$ cat config.mk
export PLATFORM = sky130hd
export DESIGN_NAME = cam_pixel_packer
export DESIGN_NICKNAME = d
export VERILOG_FILES = /design/src/rtl/cam_packer_pkg.sv /design/src/rtl/cam_pixel_packer_word_buffer.sv /design/src/rtl/cam_pixel_packer.sv
export SDC_FILE = /design/constraint.sdc
export NUM_CORES = 1
export LEC_CHECK = 0
export CORE_ASPECT_RATIO = 1.4
export CORE_MARGIN = 5
export CORE_UTILIZATION = 35
export CTS_BUF_LIST = sky130_fd_sc_hd__clkbuf_16
export DETAILED_ROUTE_END_ITERATION = 6
export SLEW_MARGIN = 20
export SYNTH_ARGS = -nofsm -noshare
export SYNTH_HDL_FRONTEND = slang
export SYNTH_SLANG_ARGS = --single-unit
$ cat constraint.sdc
create_clock -name clk_in -period 5.06 [get_ports clk_in]
set_clock_uncertainty 0.05 [all_clocks]
set_input_delay 0.759 -clock clk_in [delete_from_list [all_inputs] [get_ports clk_in]]
set_output_delay 0.759 -clock clk_in [all_outputs]
set_load 0.01 [all_outputs]
$ cat src/rtl/cam_packer_pkg.sv
// Shared frame geometry and FSM state type for the camera pixel packer.
package cam_packer_pkg;

  localparam int H_ACTIVE        = 1280;
  localparam int V_ACTIVE        = 720;
  localparam int PIXELS_PER_WORD = 8;
  localparam int WORDS_PER_FRAME = H_ACTIVE * V_ACTIVE / PIXELS_PER_WORD;

  typedef enum logic [1:0] {
    WAIT_SOF = 2'd0,
    PACK     = 2'd1,
    ABORT    = 2'd2
  } packer_state_t;

endpackage

$ cat src/rtl/cam_pixel_packer_word_buffer.sv
// axis_word_buffer: 2-entry FIFO of {tlast, data} with registered AXI-Stream outputs.
// Slot 0 always holds the head word, so the output needs no read mux.
module axis_word_buffer #(
  parameter int WIDTH = 129,
  parameter int DEPTH = 2
) (
  input  logic             clk_in,
  input  logic             rst_in,
  input  logic             push_in,
  input  logic [WIDTH-1:0] push_data_in,
  output logic             can_push_out,
  output logic [WIDTH-1:0] m_data_out,
  output logic             m_valid_out,
  input  logic             m_ready_in
);

  logic [WIDTH-1:0] slot0_q, slot0_d;
  logic [WIDTH-1:0] slot1_q, slot1_d;
  logic [1:0]       count_q, count_d;
  logic             full;
  logic             pop;
  logic             do_push;

  always_comb begin
    full         = (count_q == 2'(DEPTH));
    pop          = (count_q != 2'd0) && m_ready_in;
    can_push_out = !full || pop;
    do_push      = push_in && can_push_out;
    slot0_d      = slot0_q;
    slot1_d      = slot1_q;
    count_d      = count_q;
    // A simultaneous push and pop keeps the count and shifts the queue forward.
    case ({do_push, pop})
      2'b10: begin
        if (count_q == 2'd0) begin
          slot0_d = push_data_in;
        end else begin
          slot1_d = push_data_in;
        end
        count_d = count_q + 2'd1;
      end
      2'b01: begin
        slot0_d = slot1_q;
        count_d = count_q - 2'd1;
      end
      2'b11: begin
        if (count_q == 2'd1) begin
          slot0_d = push_data_in;
        end else begin
          slot0_d = slot1_q;
          slot1_d = push_data_in;
        end
      end
      default: ;
    endcase
  end

  always_ff @(posedge clk_in) begin
    if (rst_in) begin
      slot0_q <= '0;
      slot1_q <= '0;
      count_q <= 2'd0;
    end else begin
      slot0_q <= slot0_d;
      slot1_q <= slot1_d;
      count_q <= count_d;
    end
  end

  assign m_data_out  = slot0_q;
  assign m_valid_out = (count_q != 2'd0);

endmodule

$ cat src/rtl/cam_pixel_packer.sv
// Packs 8 RGB565 pixels per 128-bit AXI-Stream word, aborting misaligned frames.
// Optional CAM_PACKER_TEST_PATTERN_EN replaces pixel data with {vcount[4:0], hcount}.
module cam_pixel_packer
  import cam_packer_pkg::*;
#(
  parameter int H_ACTIVE  = cam_packer_pkg::H_ACTIVE,
  parameter int V_ACTIVE  = cam_packer_pkg::V_ACTIVE,
  parameter int BUF_DEPTH = 2
) (
  input  logic         clk_in,
  input  logic         rst_in,
  input  logic         pixel_valid_in,
  input  logic [15:0]  pixel_data_in,
  input  logic [10:0]  hcount_in,
  input  logic [9:0]   vcount_in,
  output logic [127:0] write_axis_data,
  output logic         write_axis_valid,
  output logic         write_axis_tlast,
  input  logic         write_axis_ready,
  output logic         overflow_out,
  output logic         resync_out
);

  packer_state_t state_q, state_d;
  logic [2:0]    lane_q, lane_d;
  logic [10:0]   exp_h_q, exp_h_d;
  logic [9:0]    exp_v_q, exp_v_d;
  logic [111:0]  word_q, word_d;
  logic          overflow_q, overflow_d;
  logic          resync_q, resync_d;

  logic [15:0]   pixel;
  logic          pos_match;
  logic          frame_end;
  logic          push;
  logic [128:0]  push_data;
  logic          can_push;
  logic [128:0]  buf_data;

`ifdef CAM_PACKER_TEST_PATTERN_EN
  assign pixel = {vcount_in[4:0], hcount_in};
`else
  assign pixel = pixel_data_in;
`endif

  assign pos_match = (hcount_in == exp_h_q) && (vcount_in == exp_v_q);
  assign frame_end = (exp_h_q == 11'(H_ACTIVE - 1)) && (exp_v_q == 10'(V_ACTIVE - 1));

  always_comb begin
    state_d    = state_q;
    lane_d     = lane_q;
    exp_h_d    = exp_h_q;
    exp_v_d    = exp_v_q;
    word_d     = word_q;
    overflow_d = overflow_q;
    resync_d   = 1'b0;
    push       = 1'b0;
    push_data  = '0;
    case (state_q)
      WAIT_SOF: begin
        if (pixel_valid_in && hcount_in == 11'd0 && vcount_in == 10'd0) begin
          word_d[15:0] = pixel;
          lane_d       = 3'd1;
          exp_h_d      = 11'd1;
          exp_v_d      = 10'd0;
          state_d      = PACK;
        end
      end
      PACK: begin
        if (pixel_valid_in) begin
          if (!pos_match) begin
            state_d  = ABORT;
            resync_d = 1'b1;
          end else if (lane_q == 3'(PIXELS_PER_WORD - 1)) begin
            push      = 1'b1;
            push_data = {frame_end, pixel, word_q};
            if (can_push) begin
              lane_d = 3'd0;
              if (frame_end) begin
                state_d = WAIT_SOF;
              end
            end else begin
              overflow_d = 1'b1;
              resync_d   = 1'b1;
              state_d    = ABORT;
            end
          end else begin
            for (int k = 0; k < PIXELS_PER_WORD - 1; k++) begin
              if (lane_q == 3'(k)) begin
                word_d[16*k +: 16] = pixel;
              end
            end
            lane_d = lane_q + 3'd1;
          end
          if (pos_match) begin
            if (exp_h_q == 11'(H_ACTIVE - 1)) begin
              exp_h_d = 11'd0;
              exp_v_d = (exp_v_q == 10'(V_ACTIVE - 1)) ? 10'd0 : exp_v_q + 10'd1;
            end else begin
              exp_h_d = exp_h_q + 11'd1;
            end
          end
        end
      end
      ABORT: begin
        // The terminator (zero data, tlast) realigns the downstream address counter.
        push      = 1'b1;
        push_data = {1'b1, 128'd0};
        if (can_push) begin
          lane_d  = 3'd0;
          state_d = WAIT_SOF;
        end
      end
      default: state_d = WAIT_SOF;
    endcase
  end

  always_ff @(posedge clk_in) begin
    if (rst_in) begin
      state_q    <= WAIT_SOF;
      lane_q     <= 3'd0;
      exp_h_q    <= 11'd0;
      exp_v_q    <= 10'd0;
      word_q     <= '0;
      overflow_q <= 1'b0;
      resync_q   <= 1'b0;
    end else begin
      state_q    <= state_d;
      lane_q     <= lane_d;
      exp_h_q    <= exp_h_d;
      exp_v_q    <= exp_v_d;
      word_q     <= word_d;
      overflow_q <= overflow_d;
      resync_q   <= resync_d;
    end
  end

  axis_word_buffer #(
    .WIDTH (129),
    .DEPTH (BUF_DEPTH)
  ) u_buffer (
    .clk_in       (clk_in),
    .rst_in       (rst_in),
    .push_in      (push),
    .push_data_in (push_data),
    .can_push_out (can_push),
    .m_data_out   (buf_data),
    .m_valid_out  (write_axis_valid),
    .m_ready_in   (write_axis_ready)
  );

  assign write_axis_data  = buf_data[127:0];
  assign write_axis_tlast = buf_data[128];
  assign overflow_out     = overflow_q;
  assign resync_out       = resync_q;

endmodule

==> results.toml <==
[final_layout]
areaGrowthSynthToFinish_pct = 20.2
layout-drive-gt1-share_pct = 4.81
nets = 1861
insertedDiodeCount = 0

[clock_tree]
cts.clk_slew.worst_paths_ns = 0.06
numCtsBuffers = 39
cts_sinks = 400
postCtsSetupBuffers = 0
cts.root.buffer_cell = "clkbuf_16"
hold_buffers = 0
clk-insertion-delay-late_ns = 0.54
h-tree-depth = 2
clock_path_buffers = 3
cts_tree = "yes"
cts_resized = 0

[global_route]
grt_antenna_before_repair = 0
grt_overflow_total = 0
first_global_vias = 12500
grt_usage_pct = 17.8
grt_max_degree = 193
grt_first_pass_wirelength_mm = 70.9

[floorplanning]
dieArea_um2 = 49400
die_h_um = 261
start_util_pct = 35.2
core_um2 = 44800
fp.dieW_um = 189
row_count = 92
io_pins = 173

[power]
p_int_w = 0.00473
pwr-share-seq_pct = 51.9
switching_share_pct = 23.0
pwr-share-clk_pct = 43.4
p_comb_share_pct = 4.7
ir_drop_v = 0.000210
powerDensity_nw_per_um2 = 324
p_leak_nw = 6.11
p_sw_w = 0.00141

[hold_path]
hp-class = "register to register"

[detailed_routing]
dr.pass1.iters = 7
route.detailed.drc = 0
num_vias = 12900
detail_route.wl_per_cell_um = 19.2
antenna_left = 0
initialDrtViolationCount = 971
drt-total-wl_mm = 45.8
via_per_inst = 5.39

[synthesis]
ys.flop_type = "dfxtp_1"
netlist_instances = 1734
synthTopCellsByArea = "dfxtp_1 (51%), a22oi_1 (12%), nor2_1 (8.4%), a211oi_1 (6.4%), mux2i_1 (4.4%)"
synth-edff-count = 0
ys_warn_count = 0
synth_top_area_share_pct = 50.8
syn_area_um2 = 15800
netlist_top_cells_count = "dfxtp_1 (400), nor2_1 (351), a22oi_1 (257)"
synth.most_common_cell = "dfxtp_1"
yosysSeqAreaShare_pct = 50.8
synthDistinctLibCells = 49
synth_largest_area_cell = "dfxtp_1"
async_flop_share_pct = 0
synth.net_count = 1793
avgSynthCellArea_um2 = 9.09
ys_ff_latch = 400

[run_status]
status = "completed"

[timing]
hold_viol_final = 0
timing.final.crit_share_pct = 73.2
worst_slew_pin_slew_ns = 1.06
setup_tns_ns = 0
relSlewSlack_pct = 29.1
slew_viol_final = 0
min_period_ns = 3.71
fmax_ghz = 0.270
setup_violations = 0
rsz0062_at_grt = "no"
hold_slack_ns = 0.416

[placed_design]
gp_congestion = 0.844
io_buffers = 172
hpwl_mm = 27.4

[critical_path]
cp_data_required_time_ns = 5.45
critical_path_class = "input pin to register"
worstSetupEndpointType = "register"
arrival_ns = 4.10
crit_start = "vcount_in[8]"
cp-start-kind = "input pin"
endpoint = "u_buffer.m_data_out[121]$_SDFFE_PP0P_"
rr_startpoint = "exp_h_q[0]$_SDFFE_PP0P_"
r2r_cells = 14
rr_endpoint = "u_buffer.m_data_out[121]$_SDFFE_PP0P_"
rrSetupSlack_ns = 1.59
worstPathMaxFanout = 68

[run]
maxCapViolCount = 0
[per-layer routing]
layer  vias to the layer above  wire length [µm]  track usage (%)
met2                       311             22700             31.1
li1                       6327                 -                -
met3                        80              2230             2.85
met5                         -                 0                0
met4                         0              1490             6.05
met1                      6164             19500             22.3
[stage by stage]
step	cells	total power [W]	setup slack, ns	cell area [µm²]	util (%)
finish	2392	0.00615	1.35	18900	42.3
global route	2392	0.00638	1.09	18900	42.3
floorplan	1734	0.00340	1.80	15800	-
detailed placement	2324	0.00355	0.802	17800	39.7
CTS	2391	0.00623	1.37	18900	42.2
global placement	2324	0.00355	0.864	17800	39.7
[sequential cells by signal, indices dropped and copies added, names as in the netlist]
name,flops
resync_out,1
state_q,2
u_buffer.slot1_q,129
exp_v_q,10
word_q,112
u_buffer.count_q,2
lane_q,3
u_buffer.m_data_out,129
exp_h_q,11
overflow_out,1
[area by class of cell]
cell class | count | area (µm²)
repair buffers | 194 | 2020
clock inverters | 28 | 156
clock buffers | 39 | 976
fillers | 4305 | 25800
well taps | 564 | 706
inverters | 21 | 78.8
flip-flops and latches | 400 | 8010
multi-input cells | 1146 | 6990
[worst min-delay path by stage]
stage                        startpoint                  endpoint  slack, ns  cells past startpoint
3_5_place_dp    word_q[52]$_SDFFE_PP0P_   word_q[52]$_SDFFE_PP0P_       0.41                      2
2_1_floorplan  word_q[102]$_SDFFE_PP0P_  word_q[102]$_SDFFE_PP0P_       0.39                      2
5_1_grt         word_q[52]$_SDFFE_PP0P_   word_q[52]$_SDFFE_PP0P_       0.43                      2
6_report        word_q[52]$_SDFFE_PP0P_   word_q[52]$_SDFFE_PP0P_       0.42                      2
4_1_cts         word_q[52]$_SDFFE_PP0P_   word_q[52]$_SDFFE_PP0P_       0.42                      2
3_3_place_gp    word_q[95]$_SDFFE_PP0P_   word_q[95]$_SDFFE_PP0P_       0.40                      2
[critical path, cell delays in order]
cell	delay [ns]
clkdlybuf4s50_1	0.49
xnor2_1	0.14
nand3_1	0.14
nor4_4	0.46
and3_1	0.28
o211ai_1	0.12
inv_1	0.11
ha_1	0.20
nand2_1	0.08
nand2_1	0.09
nand3_1	0.09
nor3_2	0.32
buf_12	0.37
a22oi_1	0.14
a211oi_1	0.28
[kinds of logic after synthesis]
kind of cell | after synthesis | share of synthesized area [%]
xor gates and xnor gates | 33 | 1.83
AOI/OAI and AO/OA | 487 | 22.2
adders and majority gates | 18 | 1.43
muxes | 69 | 4.38
DFF | 400 | 50.8
and+or+nand+nor | 539 | 14.2
buffers and inverters | 188 | 5.18
[cells in the final DEF, fill, tap and decap left out, types with 7 or more instances in the layout]
cell type and n:
nand4_1 9, ha_1 18, buf_12 9, clkinv_2 10, dfxtp_1 400, and3_1 7
clkdlybuf4s50_1 171, nand2_1 119, clkinv_1 9, xnor2_1 31, a2111oi_0 7, inv_1 26
a21oi_1 63, a22oi_1 257, nor4_1 7, nor2_1 350, nand3_1 10, mux2i_1 69
a211oi_1 135, buf_4 12, clkbuf_16 39
[power by group through the flow]
| stage | combinational [W] | clock [W] | sequential (W) |
|---|---|---|---|
| after floorplan | 0.000136 | 0 | 0.00327 |
| after global placement | 0.000289 | 0 | 0.00326 |
| after detailed placement | 0.000291 | 0 | 0.00326 |
| after CTS | 0.000292 | 0.00275 | 0.00319 |
| after global routing | 0.000315 | 0.00287 | 0.00319 |
| final | 0.000291 | 0.00267 | 0.00319 |
Note: power is estimated with default switching activity, not from simulation.
